$ cat config.mk
export PLATFORM = sky130hd
export DESIGN_NAME = multi_rate_ticker_flat
export DESIGN_NICKNAME = d
export VERILOG_FILES = /design/src/rtl/multi_rate_ticker_pkg.sv /design/src/rtl/multi_rate_ticker_if.sv /design/src/rtl/multi_rate_ticker_channel.sv /design/src/rtl/multi_rate_ticker.sv /design/src/flat_wrapper.sv
export SDC_FILE = /design/constraint.sdc
export NUM_CORES = 1
export LEC_CHECK = 0
export CORE_MARGIN = 4
export CORE_UTILIZATION = 60
export CTS_CLUSTER_DIAMETER = 50
export DETAILED_ROUTE_END_ITERATION = 12
export PLACE_DENSITY_LB_ADDON = 0.12
export SLEW_MARGIN = 20
export SYNTH_ARGS = -nofsm -noshare
export SYNTH_HDL_FRONTEND = slang
export SYNTH_SLANG_ARGS = --single-unit
$ cat constraint.sdc
create_clock -name clock -period 10 [get_ports clock]
set_input_delay 1.5 -clock clock [delete_from_list [all_inputs] [get_ports clock]]
set_output_delay 1.5 -clock clock [all_outputs]
set_load 0.01 [all_outputs]
$ cat src/rtl/multi_rate_ticker_pkg.sv
// Shared constants for the multi-channel ticker: default periods, field widths
// and the symbolic names of the four period-table entries.
package ticker_pkg;

  localparam int PERIOD_SLOWEST = 50_000_000;
  localparam int PERIOD_NORMAL  = 25_000_000;
  localparam int PERIOD_FAST    = 12_500_000;
  localparam int PERIOD_INSANE  = 6_250_000;

  localparam int BEAT_W      = 8;
  localparam int SEL_W       = 2;
  localparam int TABLE_DEPTH = 4;

  typedef enum logic [SEL_W-1:0] {
    RATE_SLOWEST = 2'd0,
    RATE_NORMAL  = 2'd1,
    RATE_FAST    = 2'd2,
    RATE_INSANE  = 2'd3
  } rate_e;

endpackage

$ cat src/rtl/multi_rate_ticker_if.sv
// Period-table configuration bus: a write strobe, the entry index and the new period.
interface multi_rate_ticker_if
  import ticker_pkg::*;
#(
  parameter int WIDTH = 28
);

  logic             cfg_we;
  logic [SEL_W-1:0] cfg_idx;
  logic [WIDTH-1:0] cfg_period;

  modport master (output cfg_we, output cfg_idx, output cfg_period);
  modport slave  (input  cfg_we, input  cfg_idx, input  cfg_period);

endinterface

$ cat src/rtl/multi_rate_ticker_channel.sv
// One tick channel: reloading down-counter, registered tick pulse and a
// wrapping 8-bit beat counter, with restart taking precedence over enable.
module ticker_channel
  import ticker_pkg::*;
#(
  parameter int WIDTH = 28
) (
  input  logic              clock,
  input  logic              reset_b,
  input  logic              enable,
  input  logic              restart,
  input  logic [WIDTH-1:0]  period,
  output logic              tick,
  output logic [BEAT_W-1:0] beat_count
);

  logic [WIDTH-1:0] cnt;

  // The period is sampled only at the reload point, so a rate change never cuts a period short.
  always_ff @(posedge clock or negedge reset_b) begin
    if (!reset_b) begin
      cnt        <= '0;
      tick       <= 1'b0;
      beat_count <= '0;
    end else if (restart) begin
      cnt        <= '0;
      tick       <= 1'b0;
      beat_count <= '0;
    end else if (!enable) begin
      tick <= 1'b0;
    end else if (cnt == '0) begin
      tick       <= 1'b1;
      cnt        <= period - WIDTH'(1);
      beat_count <= beat_count + BEAT_W'(1);
    end else begin
      cnt  <= cnt - WIDTH'(1);
      tick <= 1'b0;
    end
  end

endmodule

$ cat src/rtl/multi_rate_ticker.sv
// Multi-channel tick generator: a runtime-writable table of four periods shared by
// CHANNELS independent ticker_channel instances, each selecting its own entry.
module multi_rate_ticker
  import ticker_pkg::*;
#(
  parameter int               CHANNELS = 4,
  parameter int               WIDTH    = 28,
  parameter logic [WIDTH-1:0] PERIOD_0 = WIDTH'(PERIOD_SLOWEST),
  parameter logic [WIDTH-1:0] PERIOD_1 = WIDTH'(PERIOD_NORMAL),
  parameter logic [WIDTH-1:0] PERIOD_2 = WIDTH'(PERIOD_FAST),
  parameter logic [WIDTH-1:0] PERIOD_3 = WIDTH'(PERIOD_INSANE)
) (
  input  logic                       clock,
  input  logic                       reset_b,
  input  logic [CHANNELS-1:0]        enable,
  input  logic [CHANNELS-1:0]        restart,
  input  logic [SEL_W*CHANNELS-1:0]  rate_sel,
  multi_rate_ticker_if.slave         cfg,
  output logic [CHANNELS-1:0]        tick,
  output logic [BEAT_W*CHANNELS-1:0] beat_count
);

  logic [WIDTH-1:0] period_table [TABLE_DEPTH];

  always_ff @(posedge clock or negedge reset_b) begin
    if (!reset_b) begin
      period_table[RATE_SLOWEST] <= PERIOD_0;
      period_table[RATE_NORMAL]  <= PERIOD_1;
      period_table[RATE_FAST]    <= PERIOD_2;
      period_table[RATE_INSANE]  <= PERIOD_3;
    end else if (cfg.cfg_we) begin
      period_table[cfg.cfg_idx] <= cfg.cfg_period;
    end
  end

  for (genvar i = 0; i < CHANNELS; i++) begin : g_channel
    logic [WIDTH-1:0] raw_period;
    logic [WIDTH-1:0] eff_period;

    // A stored zero would underflow the reload, so it is treated as a period of one.
    assign raw_period = period_table[rate_sel[SEL_W*i +: SEL_W]];
    assign eff_period = (raw_period == '0) ? WIDTH'(1) : raw_period;

    ticker_channel #(
      .WIDTH (WIDTH)
    ) u_channel (
      .clock      (clock),
      .reset_b    (reset_b),
      .enable     (enable[i]),
      .restart    (restart[i]),
      .period     (eff_period),
      .tick       (tick[i]),
      .beat_count (beat_count[BEAT_W*i +: BEAT_W])
    );
  end

endmodule

$ cat src/flat_wrapper.sv
// flat-port wrapper written by rule: the top's interface ports become plain ports
module multi_rate_ticker_flat import ticker_pkg::*;
#(
  parameter int               CHANNELS = 4,
  parameter int               WIDTH    = 28,
  parameter logic [WIDTH-1:0] PERIOD_0 = WIDTH'(PERIOD_SLOWEST),
  parameter logic [WIDTH-1:0] PERIOD_1 = WIDTH'(PERIOD_NORMAL),
  parameter logic [WIDTH-1:0] PERIOD_2 = WIDTH'(PERIOD_FAST),
  parameter logic [WIDTH-1:0] PERIOD_3 = WIDTH'(PERIOD_INSANE)
)
  (clock, reset_b, enable, restart, rate_sel, tick, beat_count, cfg_cfg_we, cfg_cfg_idx, cfg_cfg_period);
  multi_rate_ticker_if #(.WIDTH(WIDTH)) cfg_i ();
  input  logic clock;
  input  logic reset_b;
  input  logic [CHANNELS-1:0] enable;
  input  logic [CHANNELS-1:0] restart;
  input  logic [SEL_W*CHANNELS-1:0] rate_sel;
  output logic [CHANNELS-1:0] tick;
  output logic [BEAT_W*CHANNELS-1:0] beat_count;
  input wire logic [$bits(cfg_i.cfg_we)-1:0] cfg_cfg_we;
  input wire logic [$bits(cfg_i.cfg_idx)-1:0] cfg_cfg_idx;
  input wire logic [$bits(cfg_i.cfg_period)-1:0] cfg_cfg_period;
  assign cfg_i.cfg_we = cfg_cfg_we;
  assign cfg_i.cfg_idx = cfg_cfg_idx;
  assign cfg_i.cfg_period = cfg_cfg_period;
  multi_rate_ticker #(.CHANNELS(CHANNELS), .WIDTH(WIDTH), .PERIOD_0(PERIOD_0), .PERIOD_1(PERIOD_1), .PERIOD_2(PERIOD_2), .PERIOD_3(PERIOD_3)) u_core (.clock(clock), .reset_b(reset_b), .enable(enable), .restart(restart), .rate_sel(rate_sel), .cfg(cfg_i), .tick(tick), .beat_count(beat_count));
endmodule
Word level (Yosys, flattened, before mapping)
Index checks and enable logic that the tools add are counted.
{"block": "totals", "reg_bits": 260, "inputBits": 49, "out_inout_bits": 36, "wordCells": 115}
{"block": "classes", "addsub": 12, "magnitude_cmp": 6, "n_mux": 55, "n_bitwise": 5, "n_reduce_logical": 21}
{"op": "two-way mux 28 bit", "count": 25}
{"op": "binary-select mux 28 bit (select 2 bit)", "count": 4}
{"op": "zero test 28 bit", "count": 8}
{"op": "subtractor 28 x 1 -> 28 bit (second input constant)", "count": 8}
{"op": "bitwise mux 112 bit", "count": 1}
{"op": "two-way mux 8 bit", "count": 12}
{"op": "demux 28 bit (select 2 bit)", "count": 1}
{"op": "adder 8 x 1 -> 8 bit (second input constant)", "count": 4}
{"op": "nonzero test 2 bit", "count": 8}
{"op": ">= comparator 3 bit (second input constant)", "count": 5}
{"op": "inverter 2 -> 3 bit", "count": 5}
{"op": "two-way mux 1 bit", "count": 12}
{"op": "AND reduction 2 bit", "count": 4}
{"op": "< comparator 3 x 1 -> 1 bit (second input constant)", "count": 1}
{"op": "logical AND 1 bit", "count": 1}

Depth between registers and ports, before layout
Gate-level depths: netlist of the first run.
{"block": "logic_depth", "ltp_word": 10, "depth_mapped": 18, "depth_no_buf": 15}

By module
From an unflattened synthesis of the first run, not the netlist that was laid out.
{"block": "hier_totals", "cells_unflattened": 1735, "hier_area_um2": 18392.6}
{"mod": "ticker_channel", "n_inst": 4, "cells_each": 330, "area_each_um2": 2736.4}
{"mod": "multi_rate_ticker", "n_inst": 1, "cells_each": 415, "area_each_um2": 7447.1}

Worst setup path after synthesis of the first run
OpenSTA, ideal clock, no wires.
{"block": "synth_timing", "path_type": "input port to flip-flop", "from": "in rate_sel[1]", "to": "reg u_core.g_channel[0].u_channel.cnt[20]", "setup_ns": 0.087, "arrival_ns": 5.316, "setup_slack_ns": 4.597, "cell_stages": 17, "path_buffers": 4, "path_cell_list": "buf_2 > clkbuf_1 > clkbuf_1 > mux4_2 > nor4_1 > nand4b_1 > o21bai_1 > a21oi_1 > ha_1 > nand2b_1 > or4_1 > nor4_1 > o2111ai_1 > or3_1 > clkbuf_1 > or4_1 > o211ai_1"}
{"block": "synth_via", "elab_chain_len": 10}
{"item": "from (decl)", "line_no": "flat_wrapper.sv:17", "text": "input logic [SEL_W*CHANNELS-1:0] rate_sel;"}
{"item": "inverter 2 -> 3 bit (implied by the code) (*)", "line_no": "multi_rate_ticker.sv:41", "text": "assign raw_period = period_table[rate_sel[SEL_W*i +: SEL_W]];"}
{"item": "binary-select mux 28 bit (select 2 bit) (*)", "line_no": "multi_rate_ticker.sv:41"}
{"item": "two-way mux 28 bit (implied by the code) (*) (2 in a row)", "line_no": "multi_rate_ticker.sv:41"}
{"item": "zero test 28 bit", "line_no": "multi_rate_ticker.sv:42", "text": "assign eff_period = (raw_period == '0) ? WIDTH'(1) : raw_period;"}
{"item": "two-way mux 28 bit (*)", "line_no": "multi_rate_ticker.sv:42"}
{"item": "subtractor 28 x 1 -> 28 bit (*)", "line_no": "multi_rate_ticker_channel.sv:33", "text": "cnt <= period - WIDTH'(1);"}
{"item": "two-way mux 28 bit (*)", "line_no": "multi_rate_ticker_channel.sv:31", "text": "end else if (cnt == '0) begin"}
{"item": "two-way mux 28 bit (*)", "line_no": "multi_rate_ticker_channel.sv:29", "text": "end else if (!enable) begin"}
{"item": "two-way mux 28 bit (*)", "line_no": "multi_rate_ticker_channel.sv:25", "text": "end else if (restart) begin"}
{"item": "to (signal assigned)", "line_no": "multi_rate_ticker_channel.sv:33"}
{"item": "to (signal assigned)", "line_no": "multi_rate_ticker_channel.sv:36", "text": "cnt <= cnt - WIDTH'(1);"}
{"item": "to (decl)", "line_no": "multi_rate_ticker_channel.sv:17", "text": "logic [WIDTH-1:0] cnt;"}
Every way passes the cells marked *; elsewhere a longest branch is shown, timed or not. The select of a mux whose other input is x is not followed.
A chain may end at the register's enable or synchronous reset.

Worst setup path after layout of the first run
Ends and elaborated chain as after synthesis.

==> results of run 1 <==
flip-flops by register name, summed over array words and instances (netlist names):
| signal | flops |
|---|---|
| u_core.g_channel.u_channel.cnt | 112 |
| u_core.period_table | 112 |
| u_core.g_channel.u_channel.beat_count | 32 |
| u_core.g_channel.u_channel.tick | 4 |
layer usage:
| layer | vias up | track usage |
|---|---|---|
| met5 | - | 0 |
| met4 | 0 | 0.119 |
| met3 | 161 | 0.0858 |
| met2 | 1088 | 0.499 |
| met1 | 7961 | 0.486 |
| li1 | 6881 | - |
synthesized netlist by cell type (6+ instances only):
cell type	count	share of area
mux4_1	12	0.018
dfstp_2	48	0.071
a31oi_1	24	0.0084
a41oi_1	9	0.0044
and4_1	11	0.0054
a311o_1	6	0.0034
inv_1	21	0.0044
a211oi_1	40	0.017
buf_2	12	0.0034
nand3_1	43	0.012
or2_2	12	0.0042
nand4b_1	6	0.0029
xor2_1	25	0.012
mux2i_1	22	0.012
nor4_1	46	0.016
nand2b_1	9	0.0031
or3_1	19	0.0066
nand4_1	36	0.013
a211o_1	17	0.0083
a22oi_1	8	0.0034
mux2_2	127	0.080
clkbuf_1	71	0.015
buf_1	8	0.0017
a21o_1	30	0.013
nor3_1	69	0.019
nand2_1	115	0.024
or4_1	22	0.0092
and3_1	15	0.0052
o2111ai_1	12	0.0059
mux4_2	99	0.12
o31ai_1	7	0.0029
o21ai_0	41	0.011
o211ai_1	17	0.0071
a21oi_1	113	0.032
ha_1	8	0.0056
buf_4	6	0.0025
buf_6	6	0.0038
nor2_1	173	0.036
a2111oi_0	9	0.0044
and2_1	10	0.0035
dfrtp_1	212	0.30
kinds of logic after synthesis:
logic type	after synthesis	share of synthesized area
buf+inv	133	0.0353
flops	260	0.367
simple gates	626	0.182
xor+xnor	30	0.0147
mux	261	0.236
fa+ha+maj	8	0.00560
compound gates	405	0.159
per-stage QoR:
stage / hold slack [ps] / setup slack, ps / cells
floorplan: 464 / 4600 / 1723
global placement: 521 / 4180 / 2111
detailed placement: 524 / 4080 / 2111
CTS: 540 / 4600 / 2175
global route: 570 / 4160 / 2175
finish: 531 / 4540 / 2175
power breakdown:
group | total (mW) | internal [mW] | switching, mW
registers | 1.69 | 1.32 | 0.367
clock network | 1.37 | 0.867 | 0.505
logic | 2.91 | 1.16 | 1.76
worst max-delay path, delay by kind of cell:
family	cells	cell delay (ps)
AND/OR/NAND/NOR	7	2300
buffers and inverters	2	820
AO/OA/AOI/OAI	4	680
adder cells (fa/ha/maj)	1	220
multiplexers	1	340
cell type report:
cell class                      instances  area (um^2)
Sequential cell                       260         6570
Clock buffer                           45          996
Clock inverter                         19          280
Fill cell                            2190         8820
Tap cell                              384          480
Multi-Input combinational cell       1330        10700
Timing Repair Buffer                  112         1050
Inverter                               25         93.8
worst max-delay path by stage:
stage / startpoint / endpoint / depth (start not counted)
floorplan: rate_sel[1] / u_core.g_channel[0].u_channel.cnt[20] / 17
global placement: rate_sel[0] / u_core.g_channel[0].u_channel.cnt[20] / 14
detailed placement: rate_sel[0] / u_core.g_channel[0].u_channel.cnt[20] / 14
CTS: rate_sel[0] / u_core.g_channel[0].u_channel.cnt[20] / 14
global route: rate_sel[0] / u_core.g_channel[0].u_channel.cnt[20] / 14
finish: rate_sel[1] / u_core.g_channel[0].u_channel.cnt[20] / 15
==> metrics.md, run 1 <==
| Metric | Value |
|---|---|
| Syn Inst Count | 1,723 |
| R2R Setup Slk | 5480 ps |
| Buffers on Ports | 84 |
| Top_reg_cell synth | dfrtp_1 |
| Routability cong. | 0.954 |
| Final period util | 0.546 |
| Max Cap Viol | 0 |
| WL met3 | 6.71 mm |
| Clock root buffer | clkbuf_16 |
| Most common cell after layout, fill and taps aside | dfrtp_1 |
| Final WL | 55.9 mm |
| Via count | 16,100 |
| RR Endpoint | u_core.g_channel[3].u_channel.cnt[24] |
| Hold-fix buffers, CTS | 0 |
| Mean routed wirelength per cell | 25.7 um |
| Mapped Nets | 1,780 |
| CP required | 10,430 ps |
| Share of cells above drive strength 1 | 0.234 |
| P&R area growth vs syn | 12.9% |
| # IOs | 85 |
| N_diodes | 0 |
| Placed cell area | 0.0189 mm^2 |
| Max Buffers Root-to-Sink | 3 |
| Detailed Routing Iterations Pass 1 | 6 |
| Most frequent CP cell | or4_1 |
| WHS Path Cells | 2 |
| First-pass GRT wire length | 89.4 mm |
| Status | finished clean |
| RSZ-0062 raised after global routing | false |
| Max IR drop VDD | 0.000173 V |
| CP Launch Type | input port |
| Top routing layer in use | met4 |
| Worst Tran Pin Value | 1020 ps |
| Final Hold Viols | 0 |
| Cell Rows | 62 |
| Setup TNS | 0 ps |
| Final core occ | 0.696 |
| Met2 wire len | 24.8 mm |
| Area of the mapped netlist | 0.0179 mm^2 |
| Average cell area after synthesis | 10.4 um^2 |
| Max Fanout on Critical Path | 28 |
| Most frequent cells in the layout | 212 x dfrtp_1, 173 x nor2_1, 127 x mux2_2 |
| Met1 WL | 22.1 mm |
| Count of cell types in the netlist | 100 |
| Clk slew on worst S/H paths | 60 ps |
| CTS sink count | 260 |
| Die Span Y | 181 um |
| Kind of end point of the critical path | flip-flop |
| Endpoint, Worst Hold | u_core.g_channel[3].u_channel.beat_count[7] |
| Power Total | 5.97 mW |
| Hold Path Class | reg2reg |
| HPWL Detailed | 38.5 mm |
| Via/cell ratio | 7.40 |
| Crit path time final | 5460 ps |
| # setup viols final | 0 |
| Cell area power density | 296 mW/mm^2 |
| DRC Markers | 0 |
| CTS tree | done |
| Slew margin rel. | 0.320 |
| Core Box Area | 0.0290 mm^2 |
| Number of DRC markers in iteration 0 | 2,362 |
| Starting Density | 0.616 |
| Slowest-stage cell, CP | or4_1 |
| FF+latch count, synth | 260 |
| Vias in the first global route | 15,500 |
| Skew-Pair Late Insertion Delay | 520 ps |
| Antenna violations before repair | 0 |
| Synth warn | 0 |
| H-tree depth | 2 |
| Max stage delay on crit path | 560 ps |
| Fmax achieved | 183 MHz |
| R2r worst-path depth | 13 |
| Worst-path cell chain | clkdlybuf4s50_1 > buf_4 > mux4_2 > or4_1 > nand4b_1 > o21bai_1 > a21oi_1 > ha_1 > nand2b_1 > or4_1 > nor4_1 > o2111ai_1 > or3_1 > or4_1 > o211ai_1 |
| HP Start | u_core.g_channel[3].u_channel.beat_count[7] |
| Crit Path Category | in2reg |
| Grt total ovfl | 0 |
| R2r startpoint | u_core.g_channel[3].u_channel.cnt[13] |
| Largest net degree at the start of global routing | 160 |
| Die area | 0.0326 mm^2 |
| GRT Total Usage | 0.337 |
| Layout Nets | 1,822 |
| Final Cell Area | 0.0202 mm^2 |
| Sequential fraction of the synthesis area | 0.367 |
| Post-synthesis async set-or-reset flop share | 1.00 |
| CTS resizes | 0 |
| Postcts setup bufs | 0 |
| Max Slew Vio Count | 0 |
| CTS buffer count | 36 |
| Clk_skew | 16.9 ps |
| Post-synth EDFFs | 0 |
| Worst path arrival time | 5890 ps |
| Post-route ant nets | 0 |
| Leakage Power | 7.95 nW |
| Die width | 181 um |
(Power assumes the default switching activity.)
==> run 2: changes to the inputs <==
==> constraint.sdc (replaced) <==
create_clock -name clock -period 5.55 [get_ports clock]
set_input_delay 0.8325 -clock clock [delete_from_list [all_inputs] [get_ports clock]]
set_output_delay 0.8325 -clock clock [all_outputs]
set_load 0.01 [all_outputs]
==> run 2 against run 1 <==
  * Register-to-register slack worse by 4400 ps
  * Sequential share of layout area down 0.26 points
  * Setup slack got worse by 3700 ps
  * Global-route usage grew 0.81 points
  * Combinational power is 80% higher
  * Count of clock-buffer cells in the layout is 2 higher
  * Wire length up 3.1%
  * Core utilization up 0.55 points
  * Largest cell class unchanged
  * Clock skew up 3.5 ps
  * Largest power group unchanged
  * Total power is 81% higher
  * Critical path type unchanged
  * Cell area increased by 0.79%
==> metrics.md, run 2 (same netlist as run 1, synthesis figures left out) <==
| Metric | Value |
|---|---|
| Status | finished clean |
| Die area | 0.0326 mm^2 (unchanged) |
| Comb pwr share | 0.485 (-0.003) |
| CTS sink count | 260 (unchanged) |
| P&R area growth vs syn | 13.8% |
| First-pass GRT wire length | 90.8 mm (+1.6%) |
| Leakage Power | 8.04 nW (+1.2%) |
| Clk slew on worst S/H paths | 60 ps (about the same) |
| GRT Total Usage | 0.345 (+0.00809) |
| Max IR drop VDD | 0.000348 V (+100%) |
| CTS tree | done |
| Clk_skew | 20.4 ps (+3.48 ps) |
| Number of DRC markers in iteration 0 | 2,370 (+0.34%) |
| P_sw | 4.77 mW (+82%) |
| Hold-fix buffers, CTS | 0 (unchanged) |
| Routability cong. | 1.03 (+7.9%) |
| Vias in the first global route | 15,900 (+2.0%) |
| Clock root buffer | clkbuf_16 |
| Post-route ant nets | 0 (unchanged) |
| Biggest regs | u_core.g_channel.u_channel.cnt: 112 flops, u_core.period_table: 112 flops, u_core.g_channel.u_channel.beat_count: 32 flops |
| Postcts setup bufs | 0 (unchanged) |
| Hold Path Class | in2async |
| Setup TNS | 0 ps (unchanged) |
| Final WL | 57.7 mm (+3.1%) |
| Max Buffers Root-to-Sink | 3 (unchanged) |
| Starting Density | 0.616 (unchanged) |
| H-tree depth | 2 (unchanged) |
| HPWL Detailed | 39.0 mm (+1.3%) |
| CP required | 5970 ps (-4460 ps) |
| Crit Path Category | in2reg |
| Buffers on Ports | 84 (unchanged) |
| Sequential share of power | 0.284 (+0.002) |
| Kind of end point of the critical path | flip-flop |
| Most frequent cells in the layout | 212 x dfrtp_1, 173 x nor2_1, 127 x mux2_2 |
| Die Span Y | 181 um (unchanged) |
| Worst Tran Pin Value | 946 ps (-73.1 ps) |
| Clock share of power | 0.231 (about the same) |
| Inst Count DP | 2,121 (+0.47%) |
| Via/cell ratio | 7.48 (+1.1%) |
| Max Cap Viol | 0 (unchanged) |
| Most common cell after layout, fill and taps aside | dfrtp_1 |
| Slew margin rel. | 0.353 (+0.0324) |
| Fmax achieved | 212 MHz |
| Switch share | 0.441 (+0.000784) |
| Final Hold Viols | 0 (unchanged) |
| Worst path arrival time | 5140 ps (-750 ps) |
| Layout Nets | 1,831 (+0.49%) |
| Antenna violations before repair | 2 (+2) |
| Cell Rows | 62 (unchanged) |
| Max Slew Vio Count | 0 (unchanged) |
| CTS buffer count | 35 (-2.8%) |
| RSZ-0062 raised after global routing | false |
| Crit path time final | 4710 ps |
| P_int | 6.05 mW (+81%) |
| Detailed Routing Iterations Pass 1 | 8 (+2) |
| # setup viols final | 0 (unchanged) |
| DRC Markers | 0 (unchanged) |
| Cell area power density | 532 mW/mm^2 (+80%) |
| # IOs | 85 (unchanged) |
| Skew-Pair Late Insertion Delay | 530 ps (about the same) |
| CTS resizes | 0 (unchanged) |
| Grt total ovfl | 0 (unchanged) |
| CP Launch Type | input port |
| Max Fanout on Critical Path | 11 (-61%) |
| Finished Layout Cells | 2,187 (+0.55%) |
| Final period util | 0.849 |
| R2r worst-path depth | 13 (unchanged) |
| Core Box Area | 0.0290 mm^2 (unchanged) |
| Die width | 181 um (unchanged) |
| Mean routed wirelength per cell | 26.4 um (+2.6%) |
| Via count | 16,400 (+1.6%) |
| Share of cells above drive strength 1 | 0.238 (+0.00425) |
| Largest net degree at the start of global routing | 166 (+3.8%) |
## run 2: changes by cell type in the layout (fill, tap and decap cells not counted), moves of 2 or more
cell / before / now
buf_12: 1 / 6
buf_4: 27 / 32
clkbuf_8: 4 / 7
clkinvlp_4: 7 / 3
diode_2: 0 / 2
inv_6: 1 / 3
## run 2: worst paths after layout
kind	from	to	slack [ps]
hold reg to reg	u_core.g_channel[1].u_channel.cnt[18]	u_core.g_channel[1].u_channel.cnt[18]	520
setup reg to reg	u_core.g_channel[3].u_channel.cnt[13]	u_core.g_channel[3].u_channel.cnt[24]	1120
min in group clock	u_core.g_channel[1].u_channel.cnt[18]	u_core.g_channel[1].u_channel.cnt[18]	520
hold / removal	reset_b	u_core.g_channel[1].u_channel.beat_count[6]	350
max in group asynchronous	reset_b	u_core.g_channel[2].u_channel.cnt[8]	3810
setup / recovery	rate_sel[7]	u_core.g_channel[3].u_channel.cnt[24]	840
## run 2: power groups by stage
stage	sequential [mW]	clock (mW)	combinational, mW
6_report	3.08	2.50	5.25
5_1_grt	3.10	2.59	5.67
4_1_cts	3.02	2.51	5.10
3_5_place_dp	3.03	0	5.06
3_3_place_gp	3.03	0	4.99
2_1_floorplan	2.74	0	3.91
## run 2: critical path, cell delays in order
cell and delay [ps]:
clkdlybuf4s50_1 860, buf_4 280, mux4_1 420, nor4_1 560
and4bb_2 370, a31oi_1 140, a21o_1 210, ha_1 220
nand2b_1 190, nor4_1 110, o21a_1 240, o2111ai_1 300
o31ai_1 150, a211oi_1 240
## run 2: area by class of cell
type | count | area [um^2]
Clock inverter | 17 | 282
Antenna cell | 2 | 5.00
Inverter | 25 | 93.8
Clock buffer | 47 | 1010
Sequential cell | 260 | 6570
Timing Repair Buffer | 122 | 1190
Multi-Input combinational cell | 1330 | 10700
Tap cell | 384 | 480
Fill cell | 2176 | 8660
## run 2: metrics by stage
step | setup slack [ps] | instance area (um^2) | hold WS, ps | utilization | total power, mW
finish | 836 | 20300 | 351 | 0.701 | 10.8
global route | 667 | 20300 | 414 | 0.701 | 11.4
CTS | 970 | 20300 | 387 | 0.701 | 10.6
detailed placement | 455 | 19100 | 505 | 0.657 | 8.10
global placement | 563 | 19100 | 501 | 0.657 | 8.01
floorplan | 815 | 17900 | 464 | - | 6.65
## run 2: routing by layer
metal / vias to the layer above / global-route usage / wire length (um)
li1: 6895 / - / -
met1: 8124 / 0.465 / 22000
met2: 1098 / 0.527 / 26000
met3: 236 / 0.0967 / 6690
met4: 2 / 0.149 / 2940
met5: - / 0 / 28
==> run 3: changes to the inputs <==
==> constraint.sdc (replaced) <==
create_clock -name clock -period 4.45 [get_ports clock]
set_input_delay 0.6675 -clock clock [delete_from_list [all_inputs] [get_ports clock]]
set_output_delay 0.6675 -clock clock [all_outputs]
set_load 0.01 [all_outputs]
==> run 3 against run 2 <==
  * First-iteration DRC count down 4.1%
  * Cell area up 4.9%
  * Core utilization up 3.4 points
  * Critical endpoint is now u_core.g_channel[1].u_channel.cnt[16]
==> metrics.md, run 3 (same netlist as run 1, synthesis figures left out) <==
| Metric | Value |
|---|---|
| Hold Path Class | in2async |
| Vias in the first global route | 15,700 (-1.1%) |
| Switch share | 0.421 (-0.0198) |
| GRT Total Usage | 0.332 (-0.0129) |
| Slew margin rel. | 0.398 (+0.0449) |
| RR Endpoint | u_core.g_channel[1].u_channel.cnt[16] |
| Share of cells above drive strength 1 | 0.286 (+0.0478) |
| CTS sink count | 260 (unchanged) |
| Most frequent cells in the layout | 212 x dfrtp_1, 173 x nor2_1, 138 x buf_4 |
| Cell Rows | 62 (unchanged) |
| CTS buffer count | 38 (+8.6%) |
| Antenna violations before repair | 1 (-1) |
| Detailed Routing Iterations Pass 1 | 5 (-3) |
| CTS resizes | 0 (unchanged) |
| Number of DRC markers in iteration 0 | 2,273 (-4.1%) |
| P_int | 8.10 mW (+34%) |
| # IOs | 85 (unchanged) |
| Hold-fix buffers, CTS | 0 (unchanged) |
| Kind of end point of the critical path | flip-flop |
| Inst Count DP | 2,231 (+5.2%) |
| Finished Layout Cells | 2,301 (+5.2%) |
| HPWL Detailed | 38.9 mm (-0.40%) |
| Max Buffers Root-to-Sink | 3 (unchanged) |
| Fmax achieved | 242 MHz |
| Max Fanout on Critical Path | 7 (-4) |
| Worst path buffer plus inverter count | 1 (-1) |
| P_sw | 5.90 mW (+24%) |
| Max Slew Vio Count | 0 (unchanged) |
| DRC Markers | 0 (unchanged) |
| Clock share of power | 0.238 (+0.007) |
| Worst path arrival time | 4530 ps (-610 ps) |
| Cell area power density | 656 mW/mm^2 (+23%) |
| Starting Density | 0.616 (unchanged) |
| CP Launch Type | flip-flop |
| R2r worst-path depth | 13 (unchanged) |
| Crit path time final | 4140 ps |
| Crit path max-delay family | simple AND/OR/NAND/NOR gates |
| P&R area growth vs syn | 19.3% |
| Crit Path Category | reg2reg |
| Max stage delay on crit path | 680 ps (-180 ps) |
| Die width | 181 um (unchanged) |
| Mean routed wirelength per cell | 24.1 um (-8.6%) |
| Die Span Y | 181 um (unchanged) |
| Final Hold Viols | 0 (unchanged) |
| Die area | 0.0326 mm^2 (unchanged) |
| Status | finished clean |
| Slowest-stage cell, CP | or4b_2 |
| First-pass GRT wire length | 88.7 mm (-2.4%) |
| Sequential share of power | 0.263 (-0.021) |
| Biggest regs | u_core.g_channel.u_channel.cnt: 112 flops, u_core.period_table: 112 flops, u_core.g_channel.u_channel.beat_count: 32 flops |
| Comb pwr share | 0.500 (+0.015) |
| Layout Nets | 1,944 (+6.2%) |
| Most common cell after layout, fill and taps aside | dfrtp_1 |
| Filler cells | 2,038 (-6.3%) |
| CP required | 4850 ps (-1120 ps) |
| Setup TNS | 0 ps (unchanged) |
| Via/cell ratio | 7.13 (-4.7%) |
| Crit path depth | 13 (-1) |
| Worst-path cell chain | or4_1 > or4b_2 > nor3_2 > nand2b_1 > o21ai_0 > ha_1 > nand2b_1 > nor3_1 > o2111ai_2 > buf_4 > nor4_1 > nor3_1 > a211o_1 |
| Largest net degree at the start of global routing | 109 (-34%) |
| Via count | 16,400 (+0.31%) |
| Final period util | 0.930 |
| Skew-Pair Late Insertion Delay | 530 ps (about the same) |
| Postcts setup bufs | 0 (unchanged) |
| Leakage Power | 8.65 nW (+7.5%) |
| Clk_skew | 25.7 ps (+5.33 ps) |
| R2r startpoint | u_core.g_channel[1].u_channel.cnt[11] |
| RSZ-0062 raised after global routing | false |
| Max IR drop VDD | 0.000361 V (+3.7%) |
| CTS tree | done |
| Grt total ovfl | 0 (unchanged) |
| # setup viols final | 0 (unchanged) |
| Final WL | 55.4 mm (-3.8%) |
| R2R Setup Slk | 310 ps (-810 ps) |
| H-tree depth | 2 (unchanged) |
| Routability cong. | 0.959 (-6.9%) |
| Buffers on Ports | 84 (unchanged) |
| Core Box Area | 0.0290 mm^2 (unchanged) |
| Worst Tran Pin Value | 901 ps (-45.7 ps) |
| Clock root buffer | clkbuf_16 |
| Post-route ant nets | 0 (unchanged) |
| Max Cap Viol | 0 (unchanged) |
| Clk slew on worst S/H paths | 50 ps (about the same) |
==> run 3: worst max path at each step <==
stage	from	slack, ps	to
2_1_floorplan	rate_sel[1]	20	u_core.g_channel[0].u_channel.cnt[20]
3_3_place_gp	rate_sel[1]	-30	u_core.g_channel[0].u_channel.cnt[20]
3_5_place_dp	rate_sel[1]	-140	u_core.g_channel[0].u_channel.cnt[26]
4_1_cts	u_core.g_channel[1].u_channel.cnt[19]	270	u_core.g_channel[1].u_channel.cnt[16]
5_1_grt	u_core.g_channel[1].u_channel.cnt[11]	50	u_core.g_channel[1].u_channel.cnt[16]
6_report	u_core.g_channel[1].u_channel.cnt[11]	310	u_core.g_channel[1].u_channel.cnt[16]
==> run 3: final cells by class <==
cell class,count,area (um^2),share of cell area
inverter,25,93.8,0.00440
multi-input combinational,1330,10700,0.503
clock buffer,48,1090,0.0511
antenna,1,2.50,0.000117
tap,384,480,0.0225
sequential,260,6570,0.308
timing repair buffer,232,2060,0.0966
clock inverter,21,315,0.0148
==> run 3: through the flow <==
stage	power, mW	hold slack [ps]	area, um^2	utilization	setup slack [ps]
CTS	13.8	243	21300	0.735	267
global placement	10.3	508	19900	0.687	-26.2
global route	14.8	264	21300	0.736	51.8
finish	14.0	172	21300	0.736	314
detailed placement	10.4	508	19900	0.687	-139
floorplan	8.30	372	17900	-	16.0
==> run 3: power by group through the flow <==
stage | registers, mW | clock network [mW] | logic [mW]
3_5_place_dp | 3.66 | 0 | 6.79
5_1_grt | 3.74 | 3.46 | 7.57
2_1_floorplan | 3.42 | 0 | 4.87
3_3_place_gp | 3.63 | 0 | 6.64
4_1_cts | 3.63 | 3.35 | 6.84
6_report | 3.68 | 3.33 | 7.00
==> run 3: metal layers <==
metal  wire length, um  GRT usage  vias to the layer above
met5                 0          0                        -
met4              2380      0.122                        0
met3              6060     0.0818                      173
met2             25000      0.503                     1059
met1             22000      0.468                     8051
li1                  -          -                     7122
